[config.mk]
export PLATFORM = sky130hd
export DESIGN_NAME = majority_filter_bank_flat
export DESIGN_NICKNAME = d
export VERILOG_FILES = /design/src/rtl/majority_filter_bank_if.sv /design/src/rtl/majority_filter_bank.sv /design/src/flat_wrapper.sv
export SDC_FILE = /design/constraint.sdc
export NUM_CORES = 1
export LEC_CHECK = 0
export CORE_MARGIN = 5
export CORE_UTILIZATION = 25
export CTS_CLUSTER_SIZE = 14
export DETAILED_ROUTE_END_ITERATION = 16
export HOLD_SLACK_MARGIN = 0.15
export PLACE_DENSITY = 0.42
export SLEW_MARGIN = 20
export SYNTH_ARGS = -nofsm -noshare
export SYNTH_HDL_FRONTEND = slang
export SYNTH_SLANG_ARGS = --single-unit
[constraint.sdc]
create_clock -name clkIn -period 2.55 [get_ports clkIn]
set_input_delay 0.51 -clock clkIn [delete_from_list [all_inputs] [get_ports clkIn]]
set_output_delay 0.51 -clock clkIn [all_outputs]
set_load 0.02 [all_outputs]
[src/rtl/majority_filter_bank_if.sv]
// Signal bundle for majority_filter_bank: shared sample strobe, raw inputs,
// and the filtered level plus edge pulses per channel.
interface majority_filter_bank_if #(
    parameter int CHANNELS = 1
);
    logic                sampleEn;
    logic [CHANNELS-1:0] in;
    logic [CHANNELS-1:0] out;
    logic [CHANNELS-1:0] rise;
    logic [CHANNELS-1:0] fall;

    modport master (output sampleEn, output in, input out, input rise, input fall);
    modport slave  (input sampleEn, input in, output out, output rise, output fall);
endinterface

[src/rtl/majority_filter_bank.sv]
// Multi-channel majority/hysteresis deglitch filter with optional synchroniser.
// Optional post-transition decision holdoff is enabled by MAJ_FILTER_HOLDOFF_EN.
module majority_filter_bank #(
    parameter int CHANNELS    = 1,
    parameter int DEPTH       = 3,
    parameter int HI_THRESH   = DEPTH / 2 + 1,
    parameter int LO_THRESH   = DEPTH / 2,
    parameter int SYNC_STAGES = 2,
    parameter int RESET_LEVEL = 1,
    parameter int HOLDOFF     = 0
) (
    input  logic                   clkIn,
    input  logic                   nResetIn,
    majority_filter_bank_if.slave  bus
);
    localparam int             CW      = $clog2(DEPTH + 1);
    localparam logic           RST_BIT = (RESET_LEVEL != 0);
    localparam logic [CW-1:0]  CNT_RST = RST_BIT ? CW'(DEPTH) : {CW{1'b0}};
    localparam logic [CW-1:0]  HI_C    = CW'(HI_THRESH);
    localparam logic [CW-1:0]  LO_C    = CW'(LO_THRESH);

    logic [CHANNELS-1:0] w_out;
    logic [CHANNELS-1:0] w_rise;
    logic [CHANNELS-1:0] w_fall;

    for (genvar ch = 0; ch < CHANNELS; ch++) begin : g_ch
        logic             w_s;
        logic             w_old;
        logic [DEPTH-1:0] r_win;
        logic [CW-1:0]    r_cnt;
        logic [CW-1:0]    w_cnt_next;
        logic             r_out;
        logic             r_rise;
        logic             r_fall;
        logic             w_dec;
        logic             w_frozen;
        logic             w_change;

        if (SYNC_STAGES == 0) begin : g_nosync
            assign w_s = bus.in[ch];
        end else begin : g_sync
            logic [SYNC_STAGES-1:0] r_sync;

            // Synchroniser chain, shifts every clock independent of the strobe
            always_ff @(posedge clkIn or negedge nResetIn) begin
                if (!nResetIn) begin
                    r_sync <= {SYNC_STAGES{RST_BIT}};
                end else begin
                    r_sync <= (r_sync << 1) | SYNC_STAGES'(bus.in[ch]);
                end
            end
            assign w_s = r_sync[SYNC_STAGES-1];
        end

        assign w_old      = r_win[DEPTH-1];
        assign w_cnt_next = r_cnt + CW'(w_s) - CW'(w_old);

        // Hysteresis decision taken on the post-shift count, so no extra latency
        always_comb begin
            w_dec = r_out;
            if (w_cnt_next >= HI_C) begin
                w_dec = 1'b1;
            end else if (w_cnt_next <= LO_C) begin
                w_dec = 1'b0;
            end else begin
                w_dec = r_out;
            end
        end

`ifdef MAJ_FILTER_HOLDOFF_EN
        localparam int HW = (HOLDOFF > 0) ? $clog2(HOLDOFF + 1) : 1;
        logic [HW-1:0] r_hold;

        // Decision resumes on the same sample that brings the counter to zero
        assign w_frozen = (r_hold > HW'(1));

        // Holdoff counter: reload on a transition, count down per strobe
        always_ff @(posedge clkIn or negedge nResetIn) begin
            if (!nResetIn) begin
                r_hold <= {HW{1'b0}};
            end else if (bus.sampleEn) begin
                if (w_change) begin
                    r_hold <= HW'(HOLDOFF);
                end else if (r_hold != {HW{1'b0}}) begin
                    r_hold <= r_hold - HW'(1);
                end else begin
                    r_hold <= r_hold;
                end
            end else begin
                r_hold <= r_hold;
            end
        end
`else
        assign w_frozen = 1'b0;
`endif

        assign w_change = !w_frozen && (w_dec != r_out);

        // Window, ones-count, filtered level and edge pulses
        always_ff @(posedge clkIn or negedge nResetIn) begin
            if (!nResetIn) begin
                r_win  <= {DEPTH{RST_BIT}};
                r_cnt  <= CNT_RST;
                r_out  <= RST_BIT;
                r_rise <= 1'b0;
                r_fall <= 1'b0;
            end else if (bus.sampleEn) begin
                r_win <= (r_win << 1) | DEPTH'(w_s);
                r_cnt <= w_cnt_next;
                if (w_change) begin
                    r_out  <= w_dec;
                    r_rise <= w_dec;
                    r_fall <= !w_dec;
                end else begin
                    r_rise <= 1'b0;
                    r_fall <= 1'b0;
                end
            end else begin
                r_rise <= 1'b0;
                r_fall <= 1'b0;
            end
        end

        assign w_out[ch]  = r_out;
        assign w_rise[ch] = r_rise;
        assign w_fall[ch] = r_fall;
    end

    assign bus.out  = w_out;
    assign bus.rise = w_rise;
    assign bus.fall = w_fall;
endmodule

[src/flat_wrapper.sv]
// flat-port wrapper written by rule: the top's interface ports become plain ports
module majority_filter_bank_flat 
#(
    parameter int CHANNELS    = 1,
    parameter int DEPTH       = 3,
    parameter int HI_THRESH   = DEPTH / 2 + 1,
    parameter int LO_THRESH   = DEPTH / 2,
    parameter int SYNC_STAGES = 2,
    parameter int RESET_LEVEL = 1,
    parameter int HOLDOFF     = 0
)
  (clkIn, nResetIn, bus_sampleEn, bus_in, bus_out, bus_rise, bus_fall);
  majority_filter_bank_if #(.CHANNELS(CHANNELS)) bus_i ();
  input  logic clkIn;
  input  logic nResetIn;
  input wire logic [$bits(bus_i.sampleEn)-1:0] bus_sampleEn;
  input wire logic [$bits(bus_i.in)-1:0] bus_in;
  output wire logic [$bits(bus_i.out)-1:0] bus_out;
  output wire logic [$bits(bus_i.rise)-1:0] bus_rise;
  output wire logic [$bits(bus_i.fall)-1:0] bus_fall;
  assign bus_i.sampleEn = bus_sampleEn;
  assign bus_i.in = bus_in;
  assign bus_out = bus_i.out;
  assign bus_rise = bus_i.rise;
  assign bus_fall = bus_i.fall;
  majority_filter_bank #(.CHANNELS(CHANNELS), .DEPTH(DEPTH), .HI_THRESH(HI_THRESH), .LO_THRESH(LO_THRESH), .SYNC_STAGES(SYNC_STAGES), .RESET_LEVEL(RESET_LEVEL), .HOLDOFF(HOLDOFF)) u_core (.clkIn(clkIn), .nResetIn(nResetIn), .bus(bus_i));
endmodule
# Word level (Yosys, flattened, before mapping)
# Cells that the tools add are included.
# W data, S select, Z words.
# op_classes
eq_ne,1
n_bitwise,2
order_cmp,2
multipliers,0
div_mod_pow,0
shift,0
reduce_logical,2
add_sub_neg,2
muxes,6
# op_table
cell,count
$mux W1,6
$or A3 B1 Y3,1
$add A2 B1 Y2,1
$ge A2 B2 Y1 const B,1
$le A2 B1 Y1 const B,1
$or A2 B1 Y2,1
$reduce_and A2 Y1,1
$sub A2 B1 Y2,1
$logic_not A1 Y1,1
$ne A1 B1 Y1,1
# totals
mem_bits_rw,0
romBits,0
mem_count,0
reg_bits,10
latch_bits,0

# Logic depth before layout (Yosys ltp)
# Gate-level depths: netlist of the first run.
# depth
ltp_word,8
depth_mapped,11
mapped_depth_nobuf,11

# Worst setup path after synthesis of the first run
# Ideal clock, no wire load.
# synth_path
path_kind,reg-to-reg
start,register u_core.g_ch[0].r_cnt[0]
end,"register u_core.g_ch[0].r_out, in the netlist u_core.bus.out"
required_ns,2.461
setup_ns,0.089
arrival_time_ns,2.008
stages_incl_launch_ff,11
slack_ns,0.453
period_less_slack_ns,2.097
path_buffers,0
cell_sequence,dfstp_2 inv_1 ha_1 inv_1 ha_1 xor2_1 xnor2_1 inv_1 ha_1 nor3b_1 a21oi_1
# synth_via
elab_chain_cells,7
elab_cells_between_ends,8
cone_classes,add/sub (2); order compare (2); eq/ne (1); mux (2); reduce/logical (1)
# synth_lines
element,line,text
start: declaration,majority_filter_bank.sv:30,logic [CW-1:0] r_cnt;
start signal: assignment,majority_filter_bank.sv:109,r_cnt <= w_cnt_next;
$add A2 B1 Y2 *,majority_filter_bank.sv:56,assign w_cnt_next = r_cnt + CW'(w_s) - CW'(w_old);
$sub A2 B1 Y2 *,majority_filter_bank.sv:56,
named net u_core.g_ch[0].w_cnt_next[1],majority_filter_bank.sv:31,logic [CW-1:0] w_cnt_next;
$le A2 B1 Y1,majority_filter_bank.sv:63,end else if (w_cnt_next <= LO_C) begin
$mux W1,majority_filter_bank.sv:63,
$mux W1 *,majority_filter_bank.sv:61,if (w_cnt_next >= HI_C) begin
$ne A1 B1 Y1,majority_filter_bank.sv:97,assign w_change = !w_frozen && (w_dec != r_out);
$reduce_and A2 Y1 (no line),n/a,
end signal: assignment,majority_filter_bank.sv:111,r_out <= w_dec;
end: declaration,majority_filter_bank.sv:32,logic r_out;
# The timed path passes the listed nets; every way through them passes the cells marked *.
# A chain may end at the register's enable or synchronous reset.

# Final worst setup path of the first run
# Same ends and word-level chain as after synthesis.

==> impl_results.md, run 1 <==
- I/O Pins: 7
- Synth top area share: 0.468
- Req. time, crit path: 2.73 ns
- Hold Path Class: flop to flop
- Routed WL per cell: 9.81 um
- Synth Area in XOR/XNOR: 0.0585
- Hold path start: u_core.g_ch[0].g_sync.r_sync[0]$_DFF_PN1_
- CTS tree: yes
- Antenna cells: 0
- Critical path capture point type: flop
- R2r setup slk: 0.26 ns
- RSZ-0062 raised after global routing: false
- Final Hold Fails: 0
- Nets@finish: 54
- Seq/Total Area, Yosys: 0.579
- DRT iter0 DRCs: 1
- Dpl cell area: 536 um2
- Worst-margin pin slew: 0.440 ns
- Static Leak: 0.259 nW
- Cell Rows: 15
- Distinct cells, synth: 13
- Setup Skew: 0.00115 ns
- Synth top cells by count: dfstp_2, ha_1, inv_1
- Hold-fix buffers, CTS: 0
- Crit path buffers/inverters: 3
- X dimension of the die: 52.4 um
- Die height: 52.4 um
- Largest family of logic cells by synthesized area: adder cells
- Async SR Flop Fraction: 1.00
- CP max stage delay: 0.52 ns
- WP data arrival: 2.47 ns
- Clk sinks: 10
- Status: complete, no violations
- # resized after CTS: 0
- Post-Layout Inst Area: 572 um2
- Synth Area in Adders: 0.139
- Post-synth EDFFs: 0
- Multi-input logic area: 165 um2
- Slew margin rel.: 0.706
- Ranking of synthesized cells by area: dfstp_2, ha_1, dfrtp_1, mux2_2, inv_1
- Register area: 260 um2
- Crit path max fanout: 3
- Layout cell share with drive strength beyond 1: 0.341
- Clk slew on worst S/H paths: 0.06 ns
- P per Cell Area: 1160 nW/um2
- CTS root buffer: clkbuf_4
- CP Launch Type: flop
- Fillers: 194
- Synthesized Nets: 44
- Synthesized flop and latch total: 10
- First-pass GRT wire length: 1130 um
- Final Wtd Congestion: 0.677
- Dpl cells: 65
- Area share of and/or/nand/nor cells after synthesis: 0.0613
- Reg2reg start: u_core.g_ch[0].r_cnt[0]$_DFFE_PN1P_
- Fmax: 437 MHz
- Vias in the first global route: 285
- Initial antenna violation count: 0
- Post-synth top area cell: dfstp_2
- Port Buf Inserts: 6
- Most frequent cell after synthesis: dfstp_2
- Non-filler cells in the finished layout: 69
- Warnings from Yosys: 0
- Full die area: 2740 um2
- Post-synthesis mux area share: 0.0752
- Pin count of the biggest net entering global routing: 11
- FF-to-FF End: u_core.bus.out$_DFFE_PN1P_
- Setup Buffers After CTS: 0
- Hold Path Stages: 0
- Crit path max-delay family: adder cells
- Core ar.: 1730 um2
- VDD IR max: 509 uV
- Stages on worst setup path: 10
- Antenna-violating nets left: 0
- Vias per cell: 3.84
- Crit Path Category: flop to flop
- Drt total wl: 677 um
- CTS Buffer Depth: 2
- Final HPWL DP: 523 um
- Area grow syn2layout: 27.3%
- Primary FF master, synth: dfstp_2
- Synth Area in Compound Gates: 0.0334
- MaxCap Viol Count: 0
- Cell Area, Synth: 449 um2
- Cells after Synth: 35
- Clock Latency Late Sink: 0.26 ns
- Htree depth: 1
- Final Critical Period: 2.29 ns
- Period utilization: 0.898
- Gr ovfl total: 0
- TritonRoute pass-1 iters: 4
- Hold EP: u_core.g_ch[0].g_sync.r_sync[1]$_DFF_PN1_
- Setup TNS: 0 ns
- Worst path slowest cell: dfstp_2
- Num CTS Buffers: 3
- Worst path cell trace: inv_1, ha_1, inv_1, ha_1, xor2_1, xnor2_1, inv_1, ha_1, nor3b_1, a21oi_1
- DRC viols: 0
- Mean Syn Cell Area: 12.8 um2
- Final setup violation count: 0
- Final Max Tran Viols: 0
- Vias: 265
- R2R depth: 10
- Initial Util: 0.260
- GRT Total Usage: 0.0569
cells in the final DEF (no fill, tap or decap):
cell / instances
dfstp_2: 8
clkdlybuf4s50_1: 6
inv_1: 5
ha_1: 5
mux2_2: 3
clkbuf_4: 3
xnor2_1: 2
and2_1: 2
nand2_1: 2
a21oi_1: 2
dfrtp_1: 2
xor2_1: 1
o21ai_0: 1
nor3b_1: 1
clkbuf_8: 1
sequential cells by signal (all words and copies together), names as in the netlist:
register and count:
u_core.bus.out 1, u_core.g_ch.g_sync.r_sync 2, u_core.g_ch.r_win 3, u_core.bus.rise 1, u_core.bus.fall 1, u_core.g_ch.r_cnt 2
worst reg2reg max path, cell delays in order (launching register included):
cell and delay, ns:
dfstp_2 0.52, inv_1 0.05, ha_1 0.27, inv_1 0.04, ha_1 0.18, xor2_1 0.18, xnor2_1 0.28, inv_1 0.12
ha_1 0.31, nor3b_1 0.20, a21oi_1 0.09
metrics by stage:
step           setup slack, ns   util  total power [mW]  hold slack, ns
2_1_floorplan            0.453      -             0.441           0.214
3_3_place_gp             0.320  0.310             0.508           0.347
3_5_place_dp             0.253  0.310             0.530           0.353
4_1_cts                  0.237  0.331             0.676           0.363
5_1_grt                  0.122  0.331             0.717           0.363
6_report                 0.260  0.331             0.663           0.360
how the worst max path moves through the flow:
stage                                             start                          to  slack [ns]
detailed placement  u_core.g_ch[0].r_cnt[0]$_DFFE_PN1P_  u_core.bus.out$_DFFE_PN1P_        0.25
floorplan           u_core.g_ch[0].r_cnt[0]$_DFFE_PN1P_  u_core.bus.out$_DFFE_PN1P_        0.45
CTS                 u_core.g_ch[0].r_cnt[0]$_DFFE_PN1P_  u_core.bus.out$_DFFE_PN1P_        0.24
finish              u_core.g_ch[0].r_cnt[0]$_DFFE_PN1P_  u_core.bus.out$_DFFE_PN1P_        0.26
global route        u_core.g_ch[0].r_cnt[0]$_DFFE_PN1P_  u_core.bus.out$_DFFE_PN1P_        0.12
global placement    u_core.g_ch[0].r_cnt[0]$_DFFE_PN1P_  u_core.bus.out$_DFFE_PN1P_        0.32
cell families (layout without fill, tap and decap cells):
logic type | Yosys count | in the layout
flip-flops | 10 | 10
adder cells (fa/ha/maj) | 5 | 5
AO/OA/AOI/OAI | 3 | 3
buffers and inverters | 6 | 15
AND/OR/NAND/NOR | 5 | 5
XOR/XNOR | 3 | 3
multiplexers | 3 | 3
power breakdown:
group	leakage [nW]	switching (mW)	total, mW	internal [mW]
Combinational	0.127	0.146	0.273	0.127
Sequential	0.111	0.0251	0.250	0.225
Clock	0.0210	0.0529	0.140	0.0866
Total	0.259	0.224	0.663	0.438
routing by layer:
| layer | track usage | vias to the layer above | part of all wire |
|---|---|---|---|
| met5 | 0 | - | 0 |
| met4 | 0.0383 | 0 | 0 |
| met3 | 0.0199 | 0 | 0.066 |
| met2 | 0.0847 | 6 | 0.46 |
| met1 | 0.0678 | 130 | 0.47 |
| li1 | - | 129 | - |
area by class of cell:
cell class,instances,area share
clock buffer,4,0.0635
inverter,5,0.0328
multi-input combinational,19,0.289
sequential,10,0.455
tap,25,0.0547
timing repair buffer,6,0.105
No activity file was read; power rests on OpenSTA's default activity.
==> run 2: changes to the inputs <==
--- a/config.mk
+++ b/config.mk
@@ -5,6 +5,7 @@
 export SDC_FILE = /design/constraint.sdc
 export NUM_CORES = 1
 export LEC_CHECK = 0
+export CAP_MARGIN = 20
 export CORE_MARGIN = 5
 export CORE_UTILIZATION = 25
 export CTS_CLUSTER_SIZE = 14
==> results of run 2 <==
No change in the layout: final DEF, timing and power equal those of run 1.
==> run 3: changes to the inputs <==
--- a/config.mk
+++ b/config.mk
@@ -11,7 +11,7 @@
 export CTS_CLUSTER_SIZE = 14
 export DETAILED_ROUTE_END_ITERATION = 16
 export HOLD_SLACK_MARGIN = 0.15
-export PLACE_DENSITY = 0.42
+export PLACE_DENSITY = 0.54
 export SLEW_MARGIN = 20
 export SYNTH_ARGS = -nofsm -noshare
 export SYNTH_HDL_FRONTEND = slang
==> run 3 against run 2 <==
  * Sequential power hardly changed
  * Largest power group unchanged
  * Clock-buffer cell count stayed put
  * Clock power hardly changed
  * Core utilization stayed put
  * Worst setup slack better by 0.058 ns
  * Via count is 6.8% lower
  * Total power is 3.3% lower
  * Largest cell class unchanged
  * Sequential cell count stayed put
==> impl_results.md, run 3 (synthesized netlist as in run 1, its figures left out) <==
- Status: complete, no violations (unchanged)
- MaxCap Viol Count: 0 (unchanged)
- Post-Layout Inst Area: 572 um2 (unchanged)
- Crit Path Category: flop to flop (unchanged)
- Vias in the first global route: 230 (was 285)
- Routed WL per cell: 8.62 um (was 9.81 um)
- VDD IR max: 436 uV (was 509 uV)
- TritonRoute pass-1 iters: 1 (was 4)
- Pin count of the biggest net entering global routing: 11 (unchanged)
- X dimension of the die: 52.4 um (unchanged)
- Most frequent cells in the layout: dfstp_2, clkdlybuf4s50_1, inv_1, ha_1 (unchanged)
- Setup TNS: 0 ns (unchanged)
- Top flop regs: u_core.g_ch.r_win: 3 flops, u_core.g_ch.g_sync.r_sync: 2 flops, u_core.g_ch.r_cnt: 2 flops (unchanged)
- Layout cell share with drive strength beyond 1: 0.341 (unchanged)
- First-pass GRT wire length: 1000 um (was 1130 um)
- Cell Rows: 15 (unchanged)
- Initial antenna violation count: 0 (unchanged)
- Hold-fix buffers, CTS: 0 (unchanged)
- Final Hold Fails: 0 (unchanged)
- WP data arrival: 2.41 ns (was 2.47 ns)
- Setup Skew: 0.00469 ns (was 0.00115 ns)
- Fillers: 187 (was 194)
- Total power draw: 0.641 mW (was 0.663 mW)
- CP Launch Type: flop (unchanged)
- Reg2reg start: u_core.g_ch[0].r_cnt[0]$_DFFE_PN1P_ (unchanged)
- Final Wtd Congestion: 0.631 (was 0.677)
- Setup Buffers After CTS: 0 (unchanged)
- CTS Buffer Depth: 2 (unchanged)
- Port Buf Inserts: 6 (unchanged)
- Worst path cell trace: inv_1, ha_1, inv_1, ha_1, xor2_1, xnor2_1, inv_1, ha_1, nor3b_1, a21oi_1 (unchanged)
- Period utilization: 0.875 (was 0.898)
- I/O Pins: 7 (unchanged)
- Full die area: 2740 um2 (unchanged)
- P per Cell Area: 1120 nW/um2 (was 1160 nW/um2)
- Slew margin rel.: 0.706 (about the same)
- Final Max Tran Viols: 0 (unchanged)
- DRT iter0 DRCs: 0 (was 1)
- Clk sinks: 10 (unchanged)
- Critical path capture point type: flop (unchanged)
- Clk slew on worst S/H paths: 0.07 ns (was 0.06 ns)
- Worst path slowest cell: dfstp_2 (unchanged)
- Antenna cells: 0 (unchanged)
- Hold path start: u_core.g_ch[0].g_sync.r_sync[0]$_DFF_PN1_ (unchanged)
- RSZ-0062 raised after global routing: false (unchanged)
- Largest Register: u_core.g_ch.r_win (unchanged)
- Nets@finish: 54 (unchanged)
- Area grow syn2layout: 27.3% (unchanged)
- Static Leak: 0.259 nW (unchanged)
- Clock Latency Late Sink: 0.26 ns (about the same)
- Gr ovfl total: 0 (unchanged)
- Req. time, crit path: 2.73 ns (about the same)
- CTS root buffer: clkbuf_4 (unchanged)
- Initial Util: 0.260 (unchanged)
- # resized after CTS: 0 (unchanged)
- Largest register FFs: 3 (unchanged)
- CP max stage delay: 0.51 ns (was 0.52 ns)
- Vias: 247 (was 265)
- Hold Path Class: flop to flop (unchanged)
- Dpl cell area: 536 um2 (unchanged)
- Final HPWL DP: 465 um (was 523 um)
- Core ar.: 1730 um2 (unchanged)
- Die height: 52.4 um (unchanged)
- GRT Total Usage: 0.0534 (was 0.0569)
- Most common cell after layout, fill and taps aside: dfstp_2 (unchanged)
- Antenna-violating nets left: 0 (unchanged)
- Num CTS Buffers: 3 (unchanged)
- Beginning of the critical path: u_core.g_ch[0].r_cnt[0]$_DFFE_PN1P_ (unchanged)
- Final setup violation count: 0 (unchanged)
- Worst-margin pin slew: 0.440 ns (about the same)
- Htree depth: 1 (unchanged)
- Fmax: 448 MHz (was 437 MHz)
- CTS tree: yes (unchanged)
- Vias per cell: 3.58 (was 3.84)
- DRC viols: 0 (unchanged)
- Drt total wl: 595 um (was 677 um)
- Crit path max fanout: 3 (unchanged)
- Final Critical Period: 2.23 ns (was 2.29 ns)
run 3: final timing paths:
| kind | to | slack (ns) | depth (start not counted) |
|---|---|---|---|
| max | u_core.bus.out$_DFFE_PN1P_ | 0.32 | 10 |
| min | u_core.g_ch[0].g_sync.r_sync[1]$_DFF_PN1_ | 0.36 | 0 |
| max reg2reg | u_core.bus.out$_DFFE_PN1P_ | 0.32 | 10 |
| min reg2reg | u_core.g_ch[0].g_sync.r_sync[1]$_DFF_PN1_ | 0.36 | 0 |
| max in group asynchronous | u_core.g_ch[0].r_win[0]$_DFFE_PN1P_ | 1.65 | 1 |
| min in group asynchronous | u_core.bus.fall$_DFF_PN0_ | 0.56 | 1 |
run 3: worst max-delay path: cells and delay by family (launching register included):
family | cells | cell delay, ns
adders and majority gates | 3 | 0.73
DFF | 1 | 0.51
xor gates and xnor gates | 2 | 0.44
and+or+nand+nor | 1 | 0.19
buffers and inverters | 3 | 0.18
AOI/OAI and AO/OA | 1 | 0.09
run 3: where the power goes:
group | switching, mW | total (mW) | leakage (nW) | internal, mW
Sequential | 0.0229 | 0.248 | 0.111 | 0.225
Clock | 0.0510 | 0.137 | 0.0210 | 0.0865
Combinational | 0.134 | 0.256 | 0.127 | 0.122
Total | 0.208 | 0.641 | 0.259 | 0.433
run 3: layer usage:
metal,global-route usage,routed length (um),up-vias,part of all wire
met2,0.0599,239,9,0.40
met5,0,0,-,0
met3,0.0427,57,0,0.096
met4,0.0255,0,0,0
met1,0.0699,297,110,0.50
li1,-,-,128,-
run 3: layout make-up:
class                   instances  area [um2]  area share
flip-flops and latches         10         260       0.455
multi-input cells              19         165       0.289
repair buffers                  6        60.1       0.105
clock buffers                   4        36.3      0.0635
well taps                      25        31.3      0.0547
inverters                       5        18.8      0.0328
run 3: through the flow:
step	hold WS (ns)	util	cells	setup slack, ns
after floorplan	0.214	-	35	0.453
after global placement	0.348	0.310	65	0.343
after detailed placement	0.350	0.310	65	0.309
after CTS	0.360	0.331	69	0.300
after global routing	0.364	0.331	69	0.159
final	0.358	0.331	69	0.318
